==> src/rtl/alu_pkg.sv <==
// alu_mc shared definitions: operation codes, top FSM states and
// the helper that splits iterative from single-cycle operations.
package alu_pkg;

  localparam logic [3:0] OP_AND   = 4'b0000;
  localparam logic [3:0] OP_OR    = 4'b0001;
  localparam logic [3:0] OP_ADD   = 4'b0010;
  localparam logic [3:0] OP_SUB   = 4'b0110;
  localparam logic [3:0] OP_SLT   = 4'b0111;
  localparam logic [3:0] OP_SLTU  = 4'b1000;
  localparam logic [3:0] OP_MULT  = 4'b1001;
  localparam logic [3:0] OP_MULTU = 4'b1010;
  localparam logic [3:0] OP_DIV   = 4'b1011;
  localparam logic [3:0] OP_NOR   = 4'b1100;
  localparam logic [3:0] OP_DIVU  = 4'b1101;

  typedef enum logic [1:0] {
    IDLE = 2'd0,
    ITER = 2'd1,
    FIX  = 2'd2
  } state_t;

  function automatic logic is_iterative(input logic [3:0] op);
    return (op == OP_MULT) || (op == OP_MULTU) ||
           (op == OP_DIV)  || (op == OP_DIVU);
  endfunction

endpackage

==> src/rtl/alu_muldiv_iter.sv <==
// Iterative multiply/divide engine working on operand magnitudes.
// Ports: clk, reset; start_i/op_i/a_i/b_i load an operation;
// fix_o flags the sign-fix cycle; hi_o/lo_o hold the final result.
module alu_muldiv_iter
  import alu_pkg::*;
#(
  parameter int WIDTH = 32
) (
  input  logic             clk,
  input  logic             reset,
  input  logic             start_i,
  input  logic [3:0]       op_i,
  input  logic [WIDTH-1:0] a_i,
  input  logic [WIDTH-1:0] b_i,
  output logic             fix_o,
  output logic [WIDTH-1:0] hi_o,
  output logic [WIDTH-1:0] lo_o
);

  localparam int CW = $clog2(WIDTH + 1);

  logic               busy_q;
  logic [CW-1:0]      cnt_q;
  logic [2*WIDTH-1:0] acc_q;
  logic [WIDTH-1:0]   m_q;
  logic               div_q;
  logic               neg_q;
  logic               rneg_q;
  logic               dz_q;
  logic [WIDTH-1:0]   araw_q;
  logic [WIDTH-1:0]   hi_q;
  logic [WIDTH-1:0]   lo_q;

  logic               sgn;
  logic               is_div;
  logic               sa;
  logic               sb;
  logic [WIDTH-1:0]   amag;
  logic [WIDTH-1:0]   bmag;

  logic [WIDTH-1:0]   addend;
  logic [WIDTH:0]     mul_sum;
  logic [2*WIDTH-1:0] mul_nxt;
  logic [WIDTH:0]     rem_sh;
  logic [WIDTH:0]     diff;
  logic [2*WIDTH-1:0] div_nxt;

  logic [2*WIDTH-1:0] prod;
  logic [WIDTH-1:0]   quo;
  logic [WIDTH-1:0]   rem;
  logic [WIDTH-1:0]   fix_hi;
  logic [WIDTH-1:0]   fix_lo;

  always_comb begin
    sgn    = (op_i == OP_MULT) || (op_i == OP_DIV);
    is_div = (op_i == OP_DIV) || (op_i == OP_DIVU);
    sa     = sgn & a_i[WIDTH-1];
    sb     = sgn & b_i[WIDTH-1];
    // negating the most-negative value yields 2^(WIDTH-1),
    // which is the correct unsigned magnitude
    amag   = sa ? -a_i : a_i;
    bmag   = sb ? -b_i : b_i;
  end

  // shift-add: low half holds the multiplier, consumed LSB first
  always_comb begin
    addend  = acc_q[0] ? m_q : '0;
    mul_sum = {1'b0, acc_q[2*WIDTH-1:WIDTH]} + {1'b0, addend};
    mul_nxt = {mul_sum, acc_q[WIDTH-1:1]};
  end

  // restoring divide: {remainder, dividend/quotient}
  always_comb begin
    rem_sh = acc_q[2*WIDTH-1:WIDTH-1];
    diff   = rem_sh - {1'b0, m_q};
    if (diff[WIDTH])
      div_nxt = {rem_sh[WIDTH-1:0], acc_q[WIDTH-2:0], 1'b0};
    else
      div_nxt = {diff[WIDTH-1:0], acc_q[WIDTH-2:0], 1'b1};
  end

  always_comb begin
    prod   = neg_q ? -acc_q : acc_q;
    quo    = neg_q ? -acc_q[WIDTH-1:0] : acc_q[WIDTH-1:0];
    rem    = rneg_q ? -acc_q[2*WIDTH-1:WIDTH]
                    : acc_q[2*WIDTH-1:WIDTH];
    fix_hi = prod[2*WIDTH-1:WIDTH];
    fix_lo = prod[WIDTH-1:0];
    if (div_q) begin
      fix_hi = dz_q ? araw_q : rem;
      fix_lo = dz_q ? '1 : quo;
    end
  end

  assign fix_o = busy_q && (cnt_q == CW'(WIDTH));
  assign hi_o  = hi_q;
  assign lo_o  = lo_q;

  always_ff @(posedge clk or posedge reset) begin
    if (reset) begin
      busy_q <= 1'b0;
      cnt_q  <= '0;
      acc_q  <= '0;
      m_q    <= '0;
      div_q  <= 1'b0;
      neg_q  <= 1'b0;
      rneg_q <= 1'b0;
      dz_q   <= 1'b0;
      araw_q <= '0;
      hi_q   <= '0;
      lo_q   <= '0;
    end else if (start_i) begin
      busy_q <= 1'b1;
      cnt_q  <= '0;
      acc_q  <= {{WIDTH{1'b0}}, amag};
      m_q    <= bmag;
      div_q  <= is_div;
      neg_q  <= sa ^ sb;
      rneg_q <= sa;
      dz_q   <= (b_i == '0);
      araw_q <= a_i;
    end else if (busy_q) begin
      if (cnt_q == CW'(WIDTH)) begin
        busy_q <= 1'b0;
        hi_q   <= fix_hi;
        lo_q   <= fix_lo;
      end else begin
        acc_q <= div_q ? div_nxt : mul_nxt;
        cnt_q <= cnt_q + CW'(1);
      end
    end
  end

endmodule

==> src/rtl/alu_mc.sv <==
// Multi-cycle ALU: single-cycle logic/arith/compare plus iterative
// mul/div into HI/LO. Ports: clk, reset, in_valid/in_ready handshake,
// A, B, ALUOperation; out_valid pulse, ALUResult, Zero, Overflow, HI, LO.
module alu_mc
  import alu_pkg::*;
#(
  parameter int WIDTH = 32
) (
  input  logic             clk,
  input  logic             reset,
  input  logic             in_valid,
  output logic             in_ready,
  input  logic [WIDTH-1:0] A,
  input  logic [WIDTH-1:0] B,
  input  logic [3:0]       ALUOperation,
  output logic             out_valid,
  output logic [WIDTH-1:0] ALUResult,
  output logic             Zero,
  output logic             Overflow,
  output logic [WIDTH-1:0] HI,
  output logic [WIDTH-1:0] LO
);

  state_t           state_q, state_d;
  logic [WIDTH-1:0] res_q, res_d;
  logic [WIDTH-1:0] hi_q, hi_d;
  logic [WIDTH-1:0] lo_q, lo_d;
  logic             ovf_q, ovf_d;
  logic             ov_q, ov_d;

  logic             accept;
  logic             start;
  logic [WIDTH-1:0] sum;
  logic [WIDTH-1:0] dif;
  logic [WIDTH-1:0] s_res;
  logic             s_ovf;
  logic             it_fix;
  logic [WIDTH-1:0] it_hi;
  logic [WIDTH-1:0] it_lo;

  assign in_ready = (state_q == IDLE);
  assign accept   = in_valid && in_ready;
  assign sum      = A + B;
  assign dif      = A - B;

  always_comb begin
    s_res = '0;
    s_ovf = 1'b0;
    case (ALUOperation)
      OP_AND:  s_res = A & B;
      OP_OR:   s_res = A | B;
      OP_NOR:  s_res = ~(A | B);
      OP_ADD: begin
        s_res = sum;
        s_ovf = (A[WIDTH-1] == B[WIDTH-1]) &&
                (sum[WIDTH-1] != A[WIDTH-1]);
      end
      OP_SUB: begin
        s_res = dif;
        s_ovf = (A[WIDTH-1] != B[WIDTH-1]) &&
                (dif[WIDTH-1] != A[WIDTH-1]);
      end
      OP_SLT:
        s_res = {{(WIDTH-1){1'b0}}, $signed(A) < $signed(B)};
      OP_SLTU:
        s_res = {{(WIDTH-1){1'b0}}, A < B};
      default: ;
    endcase
  end

  always_comb begin
    state_d = state_q;
    res_d   = res_q;
    hi_d    = hi_q;
    lo_d    = lo_q;
    ovf_d   = ovf_q;
    ov_d    = 1'b0;
    start   = 1'b0;
    unique case (state_q)
      IDLE: begin
        if (accept) begin
          if (is_iterative(ALUOperation)) begin
            start   = 1'b1;
            state_d = ITER;
          end else begin
            res_d = s_res;
            ovf_d = s_ovf;
            ov_d  = 1'b1;
          end
        end
      end
      ITER: begin
        if (it_fix) state_d = FIX;
      end
      FIX: begin
        hi_d    = it_hi;
        lo_d    = it_lo;
        res_d   = it_lo;
        ovf_d   = 1'b0;
        ov_d    = 1'b1;
        state_d = IDLE;
      end
      default: state_d = IDLE;
    endcase
  end

  always_ff @(posedge clk or posedge reset) begin
    if (reset) begin
      state_q <= IDLE;
      res_q   <= '0;
      hi_q    <= '0;
      lo_q    <= '0;
      ovf_q   <= 1'b0;
      ov_q    <= 1'b0;
    end else begin
      state_q <= state_d;
      res_q   <= res_d;
      hi_q    <= hi_d;
      lo_q    <= lo_d;
      ovf_q   <= ovf_d;
      ov_q    <= ov_d;
    end
  end

  alu_muldiv_iter #(
    .WIDTH(WIDTH)
  ) u_iter (
    .clk    (clk),
    .reset  (reset),
    .start_i(start),
    .op_i   (ALUOperation),
    .a_i    (A),
    .b_i    (B),
    .fix_o  (it_fix),
    .hi_o   (it_hi),
    .lo_o   (it_lo)
  );

  assign out_valid = ov_q;
  assign ALUResult = res_q;
  assign Zero      = (res_q == '0);
  assign Overflow  = ovf_q;
  assign HI        = hi_q;
  assign LO        = lo_q;

endmodule

==> config.mk <==
export PLATFORM = sky130hd
export DESIGN_NAME = alu_mc
export DESIGN_NICKNAME = d
export VERILOG_FILES = /design/src/rtl/alu_pkg.sv /design/src/rtl/alu_muldiv_iter.sv /design/src/rtl/alu_mc.sv
export SDC_FILE = /design/constraint.sdc
export NUM_CORES = 1
export LEC_CHECK = 0
export CORE_AREA = 2 2 249 251
export DETAILED_ROUTE_END_ITERATION = 12
export DIE_AREA = 0 0 251 253
export PLACE_DENSITY_LB_ADDON = 0.2
export SLEW_MARGIN = 20
export SYNTH_ARGS = -nofsm -noshare
export SYNTH_HDL_FRONTEND = slang
export SYNTH_SLANG_ARGS = --single-unit
==> constraint.sdc <==
create_clock -name clk -period 25.5 [get_ports clk]
set_input_delay 6.375 -clock clk [delete_from_list [all_inputs] [get_ports clk]]
set_output_delay 6.375 -clock clk [all_outputs]
set_load 0.02 [all_outputs]
; After elaboration in Yosys (flattened, before gate mapping)
; Cells that the tools add are included.
[classes]
addsub = 10
eq_ne = 22
n_mux = 39
reduce_logical = 19
n_bitwise = 7
magnitude_cmp = 2
[ops]
columns = cell, count
row1 = two-way mux 64 bit, 6
row2 = two-way mux 32 bit, 11
row3 = case mux 32 bit (7 select lines), 1
row4 = negation 32 bit, 4
row5 = logical NOT 32 bit, 2
row6 = < comparator 32 bit, 2
row7 = negation 64 bit, 1
row8 = case mux 32 bit (2 select lines), 1
row9 = adder 32 x 32 -> 33 bit, 1
row10 = subtractor 33 x 32 -> 33 bit, 1
row11 = adder 32 bit, 1
row12 = bitwise AND 32 bit, 1
row13 = inverter 32 bit, 1
row14 = OR 32 bit, 1
row15 = subtractor 32 bit, 1
row16 = == test 4 bit (second input constant), 6
row17 = two-way mux 6 bit, 3
row18 = two-way mux 1 bit, 10
row19 = AND reduction 3 bit, 3
row20 = == test 4 x 3 -> 1 bit (second input constant), 2
row21 = adder 6 x 1 -> 6 bit (second input constant), 1
row22 = == test 6 bit (second input constant), 1
row23 = two-way mux 2 bit, 3
row24 = inequality test 2 bit (second input constant), 3
row25 = other kinds (18), 32
[totals]
reg_bits = 303
wordCells = 116
input_bits = 71

; Depth between registers and ports, before layout
[depth]
word_depth = 9
depth_mapped = 15
ltp_nobuf = 14

; By module
; A second synthesis with hierarchy kept.
[hier_totals]
cells_unflattened = 3111
area_unflattened_um2 = 24883.9
[by_module_without_submodules]
columns = mod, cells_each, instances, area_each_um2
row1 = alu_muldiv_iter, 1888, 1, 15660.0
row2 = alu_mc, 1223, 1, 9223.8

; Worst setup path before layout
; No wires, ideal clock.
[synth_timing]
kind = input port to flip-flop
startpoint = in A[0]
endpoint = reg res_q[28] (netlist: ALUResult[28])
t_arrival_ns = 8.956
n_path_buf = 0
path_stages = 12
slack_ns = 16.406
cell_sequence = ha_1 > fa_1 > a211o_1 > a21oi_1 > a211oi_1 > nor4b_1 > o21bai_1 > a41oi_1 > o31ai_1 > a31oi_1 > xor2_1 > o21ai_0
[synth_between]
elab_chain_len = 5
[synth_lines]
columns = element, line_no
row1 = "start, declared", alu_mc.sv:13  ; input logic [WIDTH-1:0] A,
row2 = subtractor 32 bit or adder 32 bit (tied branches), "alu_mc.sv:44, alu_mc.sv:43"
row3 = case mux 32 bit (7 select lines) (*), alu_mc.sv:49  ; case (ALUOperation)
row4 = two-way mux 32 bit (*), alu_mc.sv:82  ; if (is_iterative(ALUOperation)) begin
row5 = two-way mux 32 bit (*), alu_mc.sv:81  ; if (accept) begin
row6 = case mux 32 bit (2 select lines) (*), alu_mc.sv:79  ; unique case (state_q)
row7 = "end signal, assigned", alu_mc.sv:117  ; res_q <= res_d;
row8 = "end, declared", alu_mc.sv:25  ; logic [WIDTH-1:0] res_q, res_d;
; Mark *: on every way between the ends. The rest lies on a longest branch, timed or not. The select of a mux whose other input is x is not followed.
; A chain may end at the register's enable or synchronous reset.

; Worst setup path after layout
; Same ends and word-level chain as after synthesis.

==> results.json <==
{
  "status": "completed",
  "cts_sinks": 303,
  "hold_viol": 0,
  "cts_root_buf": "clkbuf_16",
  "setup_tns_ns": 0,
  "cp.required_ns": 25.94,
  "hold_buffers": 0,
  "r2r_slack_ns": 20.40,
  "hpwl_um": 73900,
  "htree_levels": 2,
  "ir_worst_vdd_uv": 45.9,
  "synth-edff-count": 0,
  "cts-resized-gates": 0,
  "gr-total-overflow": 0,
  "yosys.area.top_type_share_pct": 31.4,
  "routed_wl_um": 96200,
  "crit_type": "in -> reg",
  "grt_pass1_wl_um": 143000,
  "fmax_ghz": 0.100,
  "max-clock-path-buffers": 3,
  "relSlewSlack_pct": 19.9,
  "die_w_um": 251,
  "finalCriticalPeriod_ns": 9.98,
  "initial_utilization_pct": 39.6,
  "syn_nets": 3315,
  "fin_crit_sh_pct": 39.1,
  "synth_area_leaders": "dfrtp_1 (31%), ha_1 (8.9%), nand2_1 (7.7%)",
  "hold-worst-slack_ns": 0.467,
  "rsz0062_at_grt": "no",
  "clkTransAtPathRegs_ns": 0.06,
  "p_sw_share_pct": 28.7,
  "startpoint_type": "input pin",
  "drc": 0,
  "vias": 23653,
  "slew_viol_final": 0,
  "comb_power_share_pct": 13.5,
  "place.gp.congestion": 0.935,
  "coreArea_um2": 61000,
  "rr_endpoint": "u_iter.acc_q[60]",
  "internal-power_uw": 853,
  "cts_inserted_buffers": 38,
  "synth_cell_type_count": 80,
  "drt_iter0_drc": 2488,
  "wire_per_inst_um": 24.5,
  "fin_util_pct": 45.3,
  "dpl_cell_area_um2": 26300,
  "area_delta_synth_final_pct": 14.5,
  "design_area_um2": 27600,
  "antenna_found_initial": 2,
  "fp.dieArea_um2": 63500,
  "grt_max_degree": 141,
  "worst-r2r-cell-count": 15,
  "synthCells": 3068,
  "setup_viol": 0,
  "yosys.area.top_type": "dfrtp_1",
  "drive_gt1_share_pct": 4.21,
  "avgSynthCellArea_um2": 7.87,
  "worstHoldStart": "u_iter.hi_o[9]",
  "rows": 91,
  "fin_skew_ns": 0.0300,
  "ys_seq_area_share_pct": 31.4,
  "ys_async_sr_fraction_pct": 100,
  "leakagePower_nw": 12.1,
  "endpoint": "ALUResult[28]",
  "grt_pass1_vias": 22254,
  "portBuffers": 170,
  "worstReg2RegStart": "u_iter.acc_q[31]",
  "drt_first_pass_iters": 12,
  "synth-main-ff-cell": "dfrtp_1",
  "power.density_nw_per_um2": 43.2,
  "dieHeight_um": 253,
  "cts_tree": "yes",
  "worstPathArrival_ns": 10.41,
  "worst_pin_slew_ns": 1.20,
  "nets": 3359,
  "ant_nets": 0,
  "maxCapViolCount": 0,
  "cp-end-kind": "flip-flop",
  "worst_skew_pair.late_latency_ns": 0.59,
  "critPathLaunch": "A[0]",
  "grt_use_total_pct": 29.5,
  "syn_area_um2": 24100,
  "viasPerCell": 6.02,
  "power.switching_uw": 343,
  "yosysWarnings": 0,
  "path_max_fanout": 5,
  "cts_setup_buffers": 0,
  "io-pin-count": 171,
  "p_seq_share_pct": 40.2,
  "synth_seq_cells": 303,
  "hold_class": "reg -> reg",
  "clockPowerShare_pct": 46.2
}
[power by group through the flow]
stage / sequential (mW) / combinational, mW / clock [mW]
6_report: 0.481 / 0.162 / 0.553
5_1_grt: 0.481 / 0.171 / 0.582
4_1_cts: 0.481 / 0.158 / 0.562
3_5_place_dp: 0.490 / 0.157 / 0
3_3_place_gp: 0.490 / 0.158 / 0
2_1_floorplan: 0.490 / 0.0909 / 0
[cell type report]
type	count	area, um^2
multi-input combinational	2416	15300
timing repair buffer	196	1920
clock inverter	13	196
fill	6049	33400
sequential	303	7590
clock buffer	54	1070
antenna	1	2.50
inverter	157	597
tap	790	988
[cells in the mapped netlist, types with 34 or more instances]
cell type,instances
a21o_1,47
a21oi_1,215
clkbuf_1,161
dfrtp_1,303
ha_1,172
inv_1,155
mux2i_1,58
nand2_1,495
nor2_1,237
nor3_1,39
nor4_1,34
o211ai_1,54
o21ai_0,321
o31ai_1,42
xnor2_1,145
xor2_1,66
[flip-flops by register name (all words and copies together) (netlist names), 2 cells and up]
register	flops
u_iter.araw_q	32
u_iter.lo_o	32
u_iter.hi_o	32
LO	32
HI	32
state_q	2
u_iter.m_q	32
ALUResult	32
u_iter.acc_q	64
u_iter.cnt_q	6
[critical path: stages]
cell	delay [ns]
clkdlybuf4s50_1	0.54
ha_1	0.32
fa_1	0.42
a211o_1	0.27
a21oi_1	0.26
a211oi_1	0.16
nor4b_1	0.71
o21bai_1	0.18
a41oi_1	0.56
o31ai_1	0.12
a31oi_1	0.24
xor2_1	0.16
o21ai_0	0.08
[worst min-delay path by stage]
stage                        end  slack [ns]  depth (start not counted)
after floorplan            HI[0]        0.44                          2
after global placement     HI[9]        0.45                          2
after detailed placement   HI[9]        0.45                          2
after CTS                  HI[9]        0.47                          2
after global routing      HI[12]        0.49                          2
final                      HI[9]        0.47                          2
[layout by cell type, fill, tap and decap left out, drive strengths merged, types with 30 or more instances in the layout]
| cell type | synthesis | routed |
|---|---|---|
| nand2 | 495 | 495 |
| xor2 | 66 | 66 |
| o211ai | 54 | 54 |
| o31ai | 44 | 44 |
| a31oi | 30 | 30 |
| dfrtp | 303 | 303 |
| clkdlybuf4s50 | 0 | 170 |
| o21ai | 340 | 340 |
| ha | 172 | 172 |
| a21o | 47 | 47 |
| clkbuf | 161 | 54 |
| mux2i | 58 | 58 |
| inv | 155 | 157 |
| a21oi | 215 | 215 |
| xnor2 | 145 | 145 |
| nor2b | 30 | 30 |
| nor2 | 237 | 237 |
| nor3 | 41 | 41 |
| nor4 | 34 | 34 |
[layer usage]
layer	up-vias	part of all wire, %	GRT usage [%]
met5	-	0.012	0
met1	11567	43	39.8
met3	171	6.8	4.06
li1	10936	-	-
met2	977	45	47.4
met4	2	4.8	12.4
[per-stage QoR]
step	total power [mW]	instances	setup WS [ns]
final	1.20	3930	15.52
after global routing	1.23	3929	15.30
after detailed placement	0.647	3861	14.98
after CTS	1.20	3928	15.60
after floorplan	0.581	3068	10.75
after global placement	0.648	3861	15.06
[cell families after synthesis]
group	share of synthesized area [%]
compound gates	25.0
xor+xnor	7.66
fa+ha+maj	9.25
buf+inv	5.53
flops	31.4
mux	2.50
simple gates	18.7
(Power assumes the default switching activity.)
